**config.mk**
```make
export PLATFORM = sky130hd
export DESIGN_NAME = fc_layer_driver
export DESIGN_NICKNAME = d
export VERILOG_FILES = /design/src/rtl/fc_pkg.sv /design/src/rtl/fc_vec_serializer.sv /design/src/rtl/fc_layer_driver.sv
export SDC_FILE = /design/constraint.sdc
export NUM_CORES = 1
export LEC_CHECK = 0
export ABC_AREA = 1
export CORE_ASPECT_RATIO = 1.2
export CORE_MARGIN = 4
export CORE_UTILIZATION = 50
export CTS_CLUSTER_DIAMETER = 60
export DETAILED_ROUTE_END_ITERATION = 10
export PLACE_DENSITY = 0.8
export SLEW_MARGIN = 20
export SYNTH_ARGS = -nofsm -noshare
export SYNTH_HDL_FRONTEND = slang
export SYNTH_SLANG_ARGS = --single-unit
```
**constraint.sdc**
```tcl
create_clock -name clk -period 3.2 [get_ports clk]
set_clock_uncertainty 0.1 [all_clocks]
set_input_delay 0.32 -clock clk [delete_from_list [all_inputs] [get_ports clk]]
set_output_delay 0.32 -clock clk [all_outputs]
set_load 0.02 [all_outputs]
```
**src/rtl/fc_pkg.sv**
```systemverilog
// fc_pkg: definitions shared by fc_layer_driver, fc_vec_serializer and the
// fc_layer1_flattened instances on the far side of the start/done interface.
//   FC_IN_SIZE  : elements per flattened input vector
//   FC_OUT_SIZE : elements per flattened output vector
//   FC_W        : element width in bits (signed, two's complement)
//   FC_TIMEOUT  : maximum WAIT cycles before a run is abandoned
//   fc_state_e  : sequencer states LOAD/START/WAIT/EMIT
package fc_pkg;

  localparam int FC_IN_SIZE  = 16;
  localparam int FC_OUT_SIZE = 8;
  localparam int FC_W        = 8;
  localparam int FC_TIMEOUT  = 1024;

  typedef enum logic [1:0] {
    LOAD  = 2'd0,
    START = 2'd1,
    WAIT  = 2'd2,
    EMIT  = 2'd3
  } fc_state_e;

endpackage

```
**src/rtl/fc_vec_serializer.sv**
```systemverilog
// fc_vec_serializer: captures a flattened FC output vector and streams it out
// one element per valid/ready handshake, lowest index first.
//   clk, reset  : clock, asynchronous active-low reset
//   load        : capture vec and start emitting from element 0
//   vec         : flattened vector, element k at [k*W +: W]
//   m_valid/m_ready/m_data/m_index/m_last : output element stream
//   emit_done   : handshake of the final element happened this cycle
module fc_vec_serializer
  import fc_pkg::*;
#(
  parameter int OUT_SIZE = FC_OUT_SIZE,
  parameter int W        = FC_W
) (
  input  logic                          clk,
  input  logic                          reset,
  input  logic                          load,
  input  logic [W*OUT_SIZE-1:0]         vec,
  output logic                          m_valid,
  input  logic                          m_ready,
  output logic [W-1:0]                  m_data,
  output logic [$clog2(OUT_SIZE)-1:0]   m_index,
  output logic                          m_last,
  output logic                          emit_done
);

  localparam int KW = $clog2(OUT_SIZE);
  localparam logic [KW-1:0] K_LAST = KW'(OUT_SIZE - 1);

  logic [W*OUT_SIZE-1:0] cap_q;
  logic [KW-1:0]         k_q;
  logic                  active_q;
  logic                  hs;

  assign hs = active_q & m_ready;

  always_ff @(posedge clk or negedge reset) begin
    if (!reset) begin
      cap_q    <= '0;
      k_q      <= '0;
      active_q <= 1'b0;
    end else if (load) begin
      cap_q    <= vec;
      k_q      <= '0;
      active_q <= 1'b1;
    end else if (hs) begin
      // k only advances on a handshake, so data/index/last hold during stalls
      if (k_q == K_LAST) begin
        k_q      <= '0;
        active_q <= 1'b0;
      end else begin
        k_q <= k_q + 1'b1;
      end
    end
  end

  assign m_valid   = active_q;
  assign m_data    = cap_q[k_q*W +: W];
  assign m_index   = k_q;
  assign m_last    = active_q && (k_q == K_LAST);
  assign emit_done = hs && (k_q == K_LAST);

endmodule

```
**src/rtl/fc_layer_driver.sv**
```systemverilog
// fc_layer_driver: sequencer in front of fc_layer1_flattened. Gathers IN_SIZE
// elements from a stream into a flat vector, pulses fc_start, waits for
// fc_done (bounded by TIMEOUT), then streams the OUT_SIZE results out.
//   clk, reset          : clock, asynchronous active-low reset
//   s_valid/s_ready/s_data               : input element stream
//   fc_start, fc_in_vector_flat          : start pulse and frozen input vector
//   fc_done, fc_out_vector_flat          : FC result strobe and vector
//   m_valid/m_ready/m_data/m_index/m_last: output element stream
//   busy         : high in START, WAIT, EMIT
//   timeout_err  : sticky, set when a run times out; cleared only by reset
//   dbg_state    : current sequencer state (fc_state_e encoding)
//
// Handshakes: a transfer happens on a rising clock edge where valid and ready
// are both high. A source holds valid and its payload stable until that edge;
// ready may change freely and never depends on valid.
module fc_layer_driver
  import fc_pkg::*;
#(
  parameter int IN_SIZE  = FC_IN_SIZE,
  parameter int OUT_SIZE = FC_OUT_SIZE,
  parameter int W        = FC_W,
  parameter int TIMEOUT  = FC_TIMEOUT
) (
  input  logic                        clk,
  input  logic                        reset,
  input  logic                        s_valid,
  output logic                        s_ready,
  input  logic [W-1:0]                s_data,
  output logic                        fc_start,
  output logic [W*IN_SIZE-1:0]        fc_in_vector_flat,
  input  logic                        fc_done,
  input  logic [W*OUT_SIZE-1:0]       fc_out_vector_flat,
  output logic                        m_valid,
  input  logic                        m_ready,
  output logic [W-1:0]                m_data,
  output logic [$clog2(OUT_SIZE)-1:0] m_index,
  output logic                        m_last,
  output logic                        busy,
  output logic                        timeout_err,
  output logic [1:0]                  dbg_state
);

  localparam int IW = $clog2(IN_SIZE);
  localparam int TW = $clog2(TIMEOUT);
  localparam logic [IW-1:0] IN_LAST = IW'(IN_SIZE - 1);
  localparam logic [TW-1:0] TO_LAST = TW'(TIMEOUT - 1);

  fc_state_e             state_q, state_d;
  logic [IW-1:0]         in_cnt_q;
  logic [TW-1:0]         wait_cnt_q;
  logic                  timeout_err_q;
  logic [W*IN_SIZE-1:0]  in_vec_q;
  logic                  accept, capture, timed_out, emit_done;

  always_comb begin
    state_d   = state_q;
    accept    = (state_q == LOAD) && s_valid;
    // fc_done only counts in WAIT, so a level held over from START is ignored
    capture   = (state_q == WAIT) && fc_done;
    // done on the final allowed cycle still wins over the timeout
    timed_out = (state_q == WAIT) && !fc_done && (wait_cnt_q == TO_LAST);
    case (state_q)
      LOAD:    if (accept && (in_cnt_q == IN_LAST)) state_d = START;
      START:   state_d = WAIT;
      WAIT:    if (capture) state_d = EMIT;
               else if (timed_out) state_d = LOAD;
      EMIT:    if (emit_done) state_d = LOAD;
      default: state_d = LOAD;
    endcase
  end

  always_ff @(posedge clk or negedge reset) begin
    if (!reset) begin
      state_q       <= LOAD;
      in_cnt_q      <= '0;
      wait_cnt_q    <= '0;
      timeout_err_q <= 1'b0;
      in_vec_q      <= '0;
    end else begin
      state_q <= state_d;
      // slots are only written in LOAD, which freezes the vector for the run;
      // old slot values survive until overwritten by the next run
      if (accept) begin
        in_vec_q[in_cnt_q*W +: W] <= s_data;
        in_cnt_q <= (in_cnt_q == IN_LAST) ? '0 : in_cnt_q + 1'b1;
      end
      if ((state_q == WAIT) && !capture && !timed_out)
        wait_cnt_q <= wait_cnt_q + 1'b1;
      else
        wait_cnt_q <= '0;
      if (timed_out)
        timeout_err_q <= 1'b1;
    end
  end

  fc_vec_serializer #(
    .OUT_SIZE (OUT_SIZE),
    .W        (W)
  ) u_ser (
    .clk       (clk),
    .reset     (reset),
    .load      (capture),
    .vec       (fc_out_vector_flat),
    .m_valid   (m_valid),
    .m_ready   (m_ready),
    .m_data    (m_data),
    .m_index   (m_index),
    .m_last    (m_last),
    .emit_done (emit_done)
  );

  assign s_ready           = (state_q == LOAD);
  assign fc_start          = (state_q == START);
  assign busy              = (state_q != LOAD);
  assign fc_in_vector_flat = in_vec_q;
  assign timeout_err       = timeout_err_q;
  assign dbg_state         = state_q;

endmodule

```
## Yosys cells after proc, flatten, opt, wreduce, memory -nomap -nowiden

Cells that the tools add are included.

| word-level totals | value |
|---|---|
| register bits | 213 |
| bits in latches | 0 |
| memory bits (writable) | 0 |
| memory bits (read-only) | 0 |
| bits of input ports | 77 |
| output and inout bits | 147 |
| logic and storage cells | 57 |
| memories kept | 0 |

| operators by class | value |
|---|---|
| add/sub/neg operators | 4 |
| $mul | 0 |
| div/mod/pow operators | 0 |
| $lt $le $gt $ge | 0 |
| eq/ne operators | 9 |
| shift operators | 3 |
| mux-type cells | 14 |
| bitwise logic cells | 1 |
| reduce and logical (&&, ||, !) cells | 18 |

Operators with widths:

| cell | count |
|---|---|
| $bwmux 128 | 1 |
| $shift 8x34->128 const A | 1 |
| $shiftx 8x34->128 | 1 |
| $shiftx 64x7->8 | 1 |
| $neg 7->34 | 1 |
| $add 10x1->10 const B | 1 |
| $eq 10x10->1 const B | 1 |
| $mux 10 | 1 |
| $logic_and 1x1->1 | 9 |
| $mux 3 | 3 |
| $mux 2 | 4 |
| $pmux 2 s4 | 1 |
| $reduce_bool 2->1 | 3 |
| $add 4x1->4 const B | 1 |
| $eq 2x2->1 const B | 2 |
| $eq 4x4->1 const B | 1 |
| $mux 4 | 1 |
| $add 3x1->3 const B | 1 |
| $eq 3x3->1 const B | 1 |
| $logic_not 1->1 | 3 |
| $mux 1 | 3 |
| $ne 3x3->1 const B | 1 |
| $reduce_and 3->1 | 1 |
| $eq 2x1->1 const B | 1 |
| other kinds (5) | 5 |

## Depth between registers and ports, before layout

Gate-level depths: netlist of run 1.

| logic depth | value |
|---|---|
| depth after elaboration | 6 |
| gate-level depth with buffers | 12 |
| gate-level depth less buffers | 10 |

## By module

Synthesis of run 1 repeated with hierarchy kept, for this count alone.

| second synthesis, totals | value |
|---|---|
| cells, all modules | 1111 |
| area total of the unflattened synthesis | 9580.4 µm² |

By module, submodules not included:

| module | times used | cells each | area each (µm²) | sequential area each (µm²) |
|---|---|---|---|---|
| fc_layer_driver | 1 | 667 | 6185.9 | 3628.5 |
| fc_vec_serializer | 1 | 444 | 3394.5 | 1701.6 |

## Least setup slack after synthesis of run 1

Ideal clock, no wire load.

| timing path | value |
|---|---|
| path type | reg2reg |
| from | register in_cnt_q[0] |
| to | register in_vec_q[46] (netlist: fc_in_vector_flat[46]) |
| library setup time | 0.122 ns |
| data arrival time | 1.983 ns |
| data required time | 2.978 ns |
| setup slack | 0.995 ns |
| cell stages (with the launch flop) | 10 |
| path buffers | 2 |
| period minus slack after synthesis | 2.205 ns |
| cells stage by stage | dfrtp_1 -> clkbuf_1 -> nor3_1 -> ha_1 -> inv_2 -> nor3_4 -> nand2_4 -> buf_6 -> nand2_1 -> o21ai_2 |

| on the way | value |
|---|---|
| cells in the longest elaborated chain, start to end | 3 |
| elaborated cells on any way between the ends | 4 |
| classes of those cells | add/sub: 1; shift: 2; mux: 1 |

RTL lines:

| item | line | RTL |
|---|---|---|
| start: declaration | fc_layer_driver.sv:49 | `logic [IW-1:0] in_cnt_q;` |
| start signal: assignment | fc_layer_driver.sv:85 | `in_cnt_q <= (in_cnt_q == IN_LAST) ? '0 : in_cnt_q + 1'b1;` |
| $neg 7->34 (*) | fc_layer_driver.sv:84 | `in_vec_q[in_cnt_q*W +: W] <= s_data;` |
| $shiftx 8x34->128 / $shift 8x34->128 (equally long branches) | fc_layer_driver.sv:84 |  |
| $bwmux 128 (*) | fc_layer_driver.sv:84 |  |
| end signal: indexed assignment | fc_layer_driver.sv:84 |  |
| end: declaration | fc_layer_driver.sv:52 | `logic [W*IN_SIZE-1:0] in_vec_q;` |

Every way passes the cells marked *; elsewhere a longest branch is shown, timed or not.
A chain may end at the register's enable or synchronous reset.

## Final worst setup path of run 1

| timing path | value |
|---|---|
| from | register u_ser.k_q[0] (netlist: u_ser.m_index[0]) |
| to | output m_data[5] |

| on the way | value |
|---|---|
| cells in the longest elaborated chain, start to end | 1 |

RTL lines:

| item | line | RTL |
|---|---|---|
| start: declaration | fc_vec_serializer.sv:30 | `logic [KW-1:0] k_q;` |
| start signal: assignment | fc_vec_serializer.sv:51 | `k_q <= k_q + 1'b1;` |
| $shiftx 64x7->8 | fc_vec_serializer.sv:57 | `assign m_data = cap_q[k_q*W +: W];` |
| end: declaration | fc_layer_driver.sv:35 | `output logic [W-1:0] m_data,` |

Every way passes these cells.

==> flow_summary.yaml, run 1 <==
outcome:
  status: "finished, final reports clean"
sta:
  setup_viol: 0
  min_period_ns: 3.04
  hold_ws_ns: 0.324
  tns_ns: 0
  slew_violations: 0
  fin_crit_sh: 0.950
  grt_setup_unrepaired: "no"
  tightest_slew_ns: 0.800
  setup_ws_ns: 0.161
  hold_viol_final: 0
  slew_headroom: 0.467
  fmax_ghz: 0.329
setup_path:
  cp.arrival_ns: 2.62
  crit_required_ns: 2.78
  critPathMaxFanout: 11
  critical_path_class: "reg2out"
  startpoint_type: "flip-flop"
  r2r-start: "in_cnt_q[0]"
  r2r.worst_path.cells: 7
  end_kind: "primary output"
  r2r_end: "fc_in_vector_flat[110]"
  r2r_setup_slack_ns: 0.51
hold_path:
  min-delay-start: "fc_out_vector_flat[17]"
  hp-class: "in2reg"
  whs_endpoint: "u_ser.cap_q[17]"
  min_path_cells: 2
synthesis:
  synthXorXnorAreaFrac: 0.00743
  synth_top_area_cell: "dfrtp_1"
  synth_fa_ha_area_frac: 0.00782
  synth_edf_count: 0
  syn_nets: 1090
  synth-compound-area-share: 0.0683
  synth_cells: 1007
  netlist_top_cells_area: "dfrtp_1 (56%), nand2_1 (11%), mux2_2 (7.5%)"
  synth_top_family_by_area: "simple AND/OR/NAND/NOR gates"
  ys_ff_latch: 213
  ys_seq_area_frac: 0.556
  yosys.cell_types.count: 39
  synthSimpleGateAreaFrac: 0.243
  syn_area_mm2: 0.00959
  async_reset_ff_frac: 1.00
  post_synth.cell_area_avg_um2: 9.53
  synth_top_area_frac: 0.556
  synth-main-ff-cell: "dfrtp_1"
  yosysWarnings: 0
  muxShareOfSynthArea: 0.0751
clocking:
  clk_latency_ns: 0.50
  cts_tree: "done"
  cts_buffers: 23
  postCtsHoldBufs: 1
  post_cts_buffers: 0
  cts_buffer_depth: 3
  htreeDepth: 1
  path_clk_slew_ns: 0.06
  cts_resized: 0
  cts_root_buffer: "clkbuf_16"
  cts_sinks: 213
grt:
  antenna_found_initial: 0
  grt_max_degree: 100
  grt_pass1_vias: 8087
  use_met2: 0.408
  overflow: 0
  grt.busiest_layer: "met2"
  use_met3: 0.0759
  use_met1: 0.320
  grt_usage: 0.249
  grt_pass1_wl_mm: 43.2
pwr:
  power.density_mw_per_mm2: 470
  p_leak_nw: 6.39
  vdd_ir_drop_max_mv: 0.348
  total_power_mw: 6.10
drt:
  remaining_drc_errors: 0
  drt_first_pass_iters: 5
  ant_nets: 0
  wl_per_cell_um: 17.9
  vias: 8011
  via_per_inst: 5.32
  routed_wl_mm: 27.0
  drt_iter0_markers: 639
job:
  cap_violations: 0
place:
  post-place-ws_ns: 0.541
  dpl.hpwl_mm: 19.4
  finalWeightedCongestion: 0.888
  placed_cells: 1464
  port_buffers: 223
  dpl_cell_area_mm2: 0.0121
cells_and_area:
  fin_util: 0.689
  design_area_mm2: 0.0130
  nNetsFinal: 1317
  layout.cells.non_filler: 1507
  antenna_cells: 0
  area_delta_synth_final_pct: 35.4
  drive_gt1_frac: 0.154
  fillers: 1439
die:
  start_util: 0.509
  core_area_mm2: 0.0189
  dieHeight_um: 160
  fp.dieW_um: 134
  num_rows: 55
  ios: 224
  die-area_mm2: 0.0215
## where the power goes
part	internal, mW	total, mW	switching (mW)
logic	0.120	0.318	0.198
registers	2.69	2.70	0.00580
clock network	2.00	3.09	1.09
## cells in the final DEF, fill, tap and decap left out, types with 2 or more instances in the layout
cell type | Yosys | layout
a21oi_1 | 11 | 11
a31oi_1 | 8 | 8
buf_4 | 6 | 20
bufinv_16 | 0 | 7
clkbuf_16 | 0 | 23
clkbuf_8 | 0 | 6
clkdlybuf4s50_1 | 0 | 222
clkinv_1 | 2 | 2
clkinv_2 | 0 | 5
dfrtp_1 | 213 | 213
ha_1 | 6 | 6
inv_1 | 35 | 35
inv_2 | 7 | 7
inv_6 | 1 | 2
mux2_2 | 64 | 64
nand2_1 | 273 | 273
nand2_2 | 14 | 14
nand2_4 | 5 | 5
nand3_1 | 54 | 53
nand3_2 | 5 | 6
nand4_1 | 35 | 35
nor2_1 | 106 | 106
nor2_2 | 3 | 3
nor2_4 | 5 | 5
nor2_8 | 3 | 3
nor3_1 | 4 | 4
nor3b_1 | 3 | 3
o21ai_0 | 53 | 53
o21ai_1 | 24 | 24
o21ai_2 | 15 | 15
or2_2 | 2 | 2
xor2_1 | 5 | 5
## final cells by class
class,count,area (um2),share of cell area
multi-input combinational,706,3860,0.297
clock buffer,28,644,0.0496
timing repair buffer,245,2420,0.186
inverter,45,174,0.0134
tap,256,320,0.0247
clock inverter,14,251,0.0194
sequential,213,5330,0.410
## cell usage after synthesis, drive strengths merged (2+ instances only)
cell type,count
nand2,292
dfrtp,213
nor2,117
o21ai,92
mux2,64
nand3,59
inv,43
nand4,35
buf,31
clkbuf,12
a21oi,11
a31oi,8
ha,6
nor3,6
xor2,5
nor3b,3
clkinv,2
or2,2
## cells by family (layout without fill, tap and decap cells)
| kind of cell | count (synthesis) | in the layout |
|---|---|---|
| and+or+nand+nor | 515 | 515 |
| AOI/OAI and AO/OA | 115 | 115 |
| buffers and inverters | 88 | 332 |
| DFF | 213 | 213 |
| xor gates and xnor gates | 6 | 6 |
| muxes | 64 | 64 |
| adders and majority gates | 6 | 6 |
## state kept, by name, indices dropped and copies added, names as in the netlist
| signal | flops |
|---|---|
| dbg_state | 2 |
| u_ser.cap_q | 64 |
| wait_cnt_q | 10 |
| u_ser.m_valid | 1 |
| in_cnt_q | 4 |
| u_ser.m_index | 3 |
| fc_in_vector_flat | 128 |
| timeout_err | 1 |
## worst max-delay path, cell delays in order, from the launching register on
cell             delay, ns
dfrtp_1               0.59
buf_4                 0.26
o21ai_0               0.12
o21ai_0               0.22
a21oi_1               0.11
a31oi_1               0.18
clkdlybuf4s50_1       0.63
## layer usage
| metal | vias up | share of wire |
|---|---|---|
| met5 | - | 0 |
| met1 | 3861 | 0.40 |
| met3 | 53 | 0.094 |
| met4 | 0 | 0.030 |
| met2 | 309 | 0.48 |
| li1 | 3788 | - |
## worst max path at each step
stage / cells past startpoint / endpoint / start
after global placement: 8 / fc_in_vector_flat[126] / in_cnt_q[0]
after global routing: 5 / m_data[4] / u_ser.m_index[1]
after CTS: 6 / m_data[3] / u_ser.m_index[0]
after detailed placement: 8 / fc_in_vector_flat[122] / in_cnt_q[0]
final: 6 / m_data[5] / u_ser.m_index[0]
after floorplan: 9 / fc_in_vector_flat[46] / in_cnt_q[0]
No activity file was read; power rests on OpenSTA's default activity.
==> inputs of run 2 (changes only) <==
--- a/config.mk
+++ b/config.mk
@@ -8,10 +8,10 @@
 export ABC_AREA = 1
 export CORE_ASPECT_RATIO = 1.2
 export CORE_MARGIN = 4
-export CORE_UTILIZATION = 50
+export CORE_UTILIZATION = 45
 export CTS_CLUSTER_DIAMETER = 60
 export DETAILED_ROUTE_END_ITERATION = 10
-export PLACE_DENSITY = 0.8
+export PLACE_DENSITY = 0.73
 export SLEW_MARGIN = 20
 export SYNTH_ARGS = -nofsm -noshare
 export SYNTH_HDL_FRONTEND = slang
==> run 2 against run 1 <==
Register-to-register slack better by 0.13 ns; global-route usage is 2.6 points lower; clock power is 10% lower; sequential share of layout area is 0.18 points higher; critical path depth is 1 lower; cell area is 0.44% lower; sequential power hardly changed; final cell count is 0.66% higher; worst setup slack better by 0.099 ns; largest cell class unchanged.
==> flow_summary.yaml, run 2 (synthesis gave the netlist of run 1 again) <==
sta:
  min_period_ns: 2.94
  setup_viol: 0
  fmax_ghz: 0.340
  slew_violations: 0
  fin_crit_sh: 0.919
  tns_ns: 0
  grt_setup_unrepaired: "no"
  tightest_slew_ns: 0.762
  slew_headroom: 0.492
  hold_viol_final: 0
clocking:
  clk_latency_ns: 0.50
  post_cts_buffers: 0
  path_clk_slew_ns: 0.06
  cts_root_buffer: "clkbuf_16"
  htreeDepth: 1
  cts_sinks: 213
  cts_resized: 0
  postCtsHoldBufs: 1
  cts_buffers: 24
  cts_tree: "done"
  cts_buffer_depth: 3
die:
  num_rows: 58
  fp.dieW_um: 141
  ios: 224
  dieHeight_um: 168
  start_util: 0.457
  die-area_mm2: 0.0237
  core_area_mm2: 0.0210
setup_path:
  critical_path_class: "reg2out"
  slowest_delay_ns: 0.64
  cp.arrival_ns: 2.52
  crit_slowest_cell: "clkdlybuf4s50_1"
  cp_cell_sequence: "clkinv_1 > nor2_1 > o21ai_0 > a31oi_1 > clkdlybuf4s50_1"
  end_kind: "primary output"
  startpoint_type: "flip-flop"
  crit_required_ns: 2.78
  cp_top_family: "buffers and inverters"
  crit_buf_inv: 2
  critPathMaxFanout: 17
grt:
  grt_pass1_vias: 7997
  grt_max_degree: 93
  antenna_found_initial: 0
  grt_usage: 0.223
  grt_pass1_wl_mm: 42.9
  overflow: 0
outcome:
  status: "finished, final reports clean"
place:
  dpl.hpwl_mm: 19.3
  finalWeightedCongestion: 0.937
  port_buffers: 223
cells_and_area:
  area_delta_synth_final_pct: 34.8
  final_cell_mix: "nand2_1 (273), clkdlybuf4s50_1 (222), dfrtp_1 (213)"
  fillers: 1758
  drive_gt1_frac: 0.148
  largest_reg_flops: 128
  layout_commonest_cell: "nand2_1"
  antenna_cells: 0
  nNetsFinal: 1312
pwr:
  power.density_mw_per_mm2: 449
  p_leak_nw: 6.32
  total_power_mw: 5.80
  vdd_ir_drop_max_mv: 0.398
drt:
  vias: 7874
  drt_iter0_markers: 472
  ant_nets: 0
  via_per_inst: 5.19
  drt_first_pass_iters: 4
  routed_wl_mm: 26.9
  wl_per_cell_um: 17.7
  remaining_drc_errors: 0
hold_path:
  hp-class: "in2reg"
job:
  cap_violations: 0
[run 2: power breakdown]
group | internal [mW] | switching, mW | leakage [nW] | total, mW
Combinational | 0.119 | 0.202 | 3.00 | 0.321
Sequential | 2.70 | 0.00567 | 2.94 | 2.70
Clock | 1.69 | 1.09 | 0.384 | 2.78
[run 2: final cells by class]
cell class / instances / area, um2 / area share
clock buffers: 34 / 699 / 0.0541
repair buffers: 239 / 2420 / 0.187
inverters: 45 / 174 / 0.0134
clock inverters: 10 / 116 / 0.00900
well taps: 270 / 338 / 0.0261
multi-input cells: 706 / 3860 / 0.298
flip-flops and latches: 213 / 5330 / 0.412
[run 2: metal layers]
layer / GRT usage / vias to the layer above / part of all wire
met2: 0.365 / 307 / 0.46
li1: - / 3776 / -
met1: 0.285 / 3742 / 0.41
met4: 0.0695 / 0 / 0.031
met3: 0.0688 / 49 / 0.098
met5: 0 / - / 0
[run 2: worst paths after layout]
| path | from | end | slack [ns] | cells after the start |
|---|---|---|---|---|
| hold / removal | fc_out_vector_flat[19] | u_ser.cap_q[19] | 0.32 | 2 |
| setup reg to reg | in_cnt_q[0] | fc_in_vector_flat[32] | 0.64 | 9 |
| max in group asynchronous | reset | u_ser.cap_q[21] | 1.83 | 3 |
| min in group asynchronous | reset | wait_cnt_q[8] | 0.35 | 2 |
| setup / recovery | u_ser.m_index[1] | m_data[1] | 0.26 | 5 |
| hold reg to reg | fc_in_vector_flat[15] | fc_in_vector_flat[15] | 0.37 | 2 |
[run 2: through the flow]
| stage | worst slack [ns] | util | instances | hold slack (ns) | area (um2) |
|---|---|---|---|---|---|
| floorplan | 0.995 | - | 1007 | -0.0756 | 9590 |
| global placement | 0.754 | 0.577 | 1472 | 0.328 | 12100 |
| detailed placement | 0.667 | 0.577 | 1472 | 0.335 | 12100 |
| CTS | 0.239 | 0.617 | 1517 | 0.311 | 12900 |
| global route | 0.0860 | 0.617 | 1517 | 0.318 | 12900 |
| finish | 0.261 | 0.617 | 1517 | 0.325 | 12900 |
==> inputs of run 3 (changes only) <==
--- a/config.mk
+++ b/config.mk
@@ -9,6 +9,7 @@
 export CORE_ASPECT_RATIO = 1.2
 export CORE_MARGIN = 4
 export CORE_UTILIZATION = 45
+export CTS_BUF_LIST = sky130_fd_sc_hd__clkbuf_8 sky130_fd_sc_hd__clkbuf_16
 export CTS_CLUSTER_DIAMETER = 60
 export DETAILED_ROUTE_END_ITERATION = 10
 export PLACE_DENSITY = 0.73
==> run 3 against run 2 <==
Cell area stayed put; register-to-register slack barely moved; sequential share of layout area stayed put; critical endpoint unchanged; die area unchanged; final cell count unchanged; combinational power is essentially flat; clock-buffer cell count down 5; clock power barely moved.
==> flow_summary.yaml, run 3 (synthesis gave the netlist of run 1 again) <==
sta:
  fmax_ghz: 0.341
  tightest_slew_ns: 0.761
  min_period_ns: 2.93
  grt_setup_unrepaired: "no"
  setup_viol: 0
  hold_viol_final: 0
  setup_ws_ns: 0.268
  slew_violations: 0
  slew_headroom: 0.492
  fin_crit_sh: 0.916
  tns_ns: 0
drt:
  via_per_inst: 5.19
  remaining_drc_errors: 0
  ant_nets: 0
  wl_per_cell_um: 17.7
  drt_first_pass_iters: 4
  routed_wl_mm: 26.9
  drt_iter0_markers: 474
  vias: 7875
place:
  finalWeightedCongestion: 0.937
  dpl.hpwl_mm: 19.3
  port_buffers: 223
  post-place-ws_ns: 0.667
setup_path:
  crit_buf_inv: 2
  slowest_delay_ns: 0.64
  critPathMaxFanout: 17
  crit_required_ns: 2.78
  r2r_setup_slack_ns: 0.64
  cp.arrival_ns: 2.51
  cp_top_family: "buffers and inverters"
  r2r-start: "in_cnt_q[0]"
  crit_slowest_cell: "clkdlybuf4s50_1"
  startpoint_type: "flip-flop"
  critical_path_class: "reg2out"
  cp-startpoint: "u_ser.m_index[1]"
  cp_cell_sequence: "clkinv_1 > nor2_1 > o21ai_0 > a31oi_1 > clkdlybuf4s50_1"
  end_kind: "primary output"
grt:
  grt_max_degree: 93
  overflow: 0
  grt_pass1_vias: 7997
  grt_usage: 0.223
  antenna_found_initial: 0
  grt_pass1_wl_mm: 42.9
cells_and_area:
  drive_gt1_frac: 0.148
  final_cell_mix: "nand2_1 (273), clkdlybuf4s50_1 (222), dfrtp_1 (213)"
  antenna_cells: 0
  area_delta_synth_final_pct: 34.8
  nNetsFinal: 1312
  layout_commonest_cell: "nand2_1"
  largest_reg_flops: 128
  fillers: 1758
clocking:
  postCtsHoldBufs: 1
  cts_buffers: 24
  cts_resized: 0
  path_clk_slew_ns: 0.06
  cts_buffer_depth: 3
  htreeDepth: 1
  clk_latency_ns: 0.50
  cts_root_buffer: "clkbuf_16"
  cts_tree: "done"
  cts_sinks: 213
  post_cts_buffers: 0
die:
  core_area_mm2: 0.0210
  start_util: 0.457
  dieHeight_um: 168
  fp.dieW_um: 141
  ios: 224
  die-area_mm2: 0.0237
  num_rows: 58
outcome:
  status: "finished, final reports clean"
job:
  cap_violations: 0
pwr:
  power.density_mw_per_mm2: 447
  p_leak_nw: 6.34
  vdd_ir_drop_max_mv: 0.398
hold_path:
  min-delay-start: "fc_out_vector_flat[19]"
  hp-class: "in2reg"
[run 3: layout make-up]
class | count | area, um2 | area share
clock inverter | 15 | 135 | 0.0104
clock buffer | 29 | 681 | 0.0526
sequential | 213 | 5330 | 0.412
timing repair buffer | 239 | 2420 | 0.187
tap | 270 | 338 | 0.0261
multi-input combinational | 706 | 3860 | 0.298
inverter | 45 | 174 | 0.0134
[run 3: where the power goes]
part / total, mW / switching (mW) / internal, mW / leakage (nW)
registers: 2.70 / 0.00566 / 2.70 / 2.94
clock network: 2.76 / 1.09 / 1.67 / 0.405
logic: 0.320 / 0.202 / 0.119 / 3.00
[run 3: final timing paths]
kind	depth (start not counted)	end
worst max-delay path	5	m_data[1]
worst min-delay path	2	u_ser.cap_q[19]
worst max register to register	9	fc_in_vector_flat[32]
worst min register to register	2	fc_in_vector_flat[15]
max in group asynchronous	3	u_ser.cap_q[21]
min in group asynchronous	2	wait_cnt_q[8]
[run 3: metrics by stage]
step / std cells / hold slack [ns] / area [um2] / total power [mW] / utilization
3_5_place_dp: 1472 / 0.335 / 12100 / 3.07 / 0.577
3_3_place_gp: 1472 / 0.328 / 12100 / 3.07 / 0.577
2_1_floorplan: 1007 / -0.0756 / 9590 / 2.88 / -
4_1_cts: 1517 / 0.311 / 12900 / 5.85 / 0.617
5_1_grt: 1517 / 0.318 / 12900 / 6.00 / 0.617
6_report: 1517 / 0.325 / 12900 / 5.79 / 0.617
[run 3: routing by layer]
metal | track usage | vias up | part of all wire
li1 | - | 3777 | -
met1 | 0.285 | 3746 | 0.41
met2 | 0.365 | 303 | 0.46
met3 | 0.0688 | 49 | 0.095
met4 | 0.0695 | 0 | 0.031
met5 | 0 | - | 0
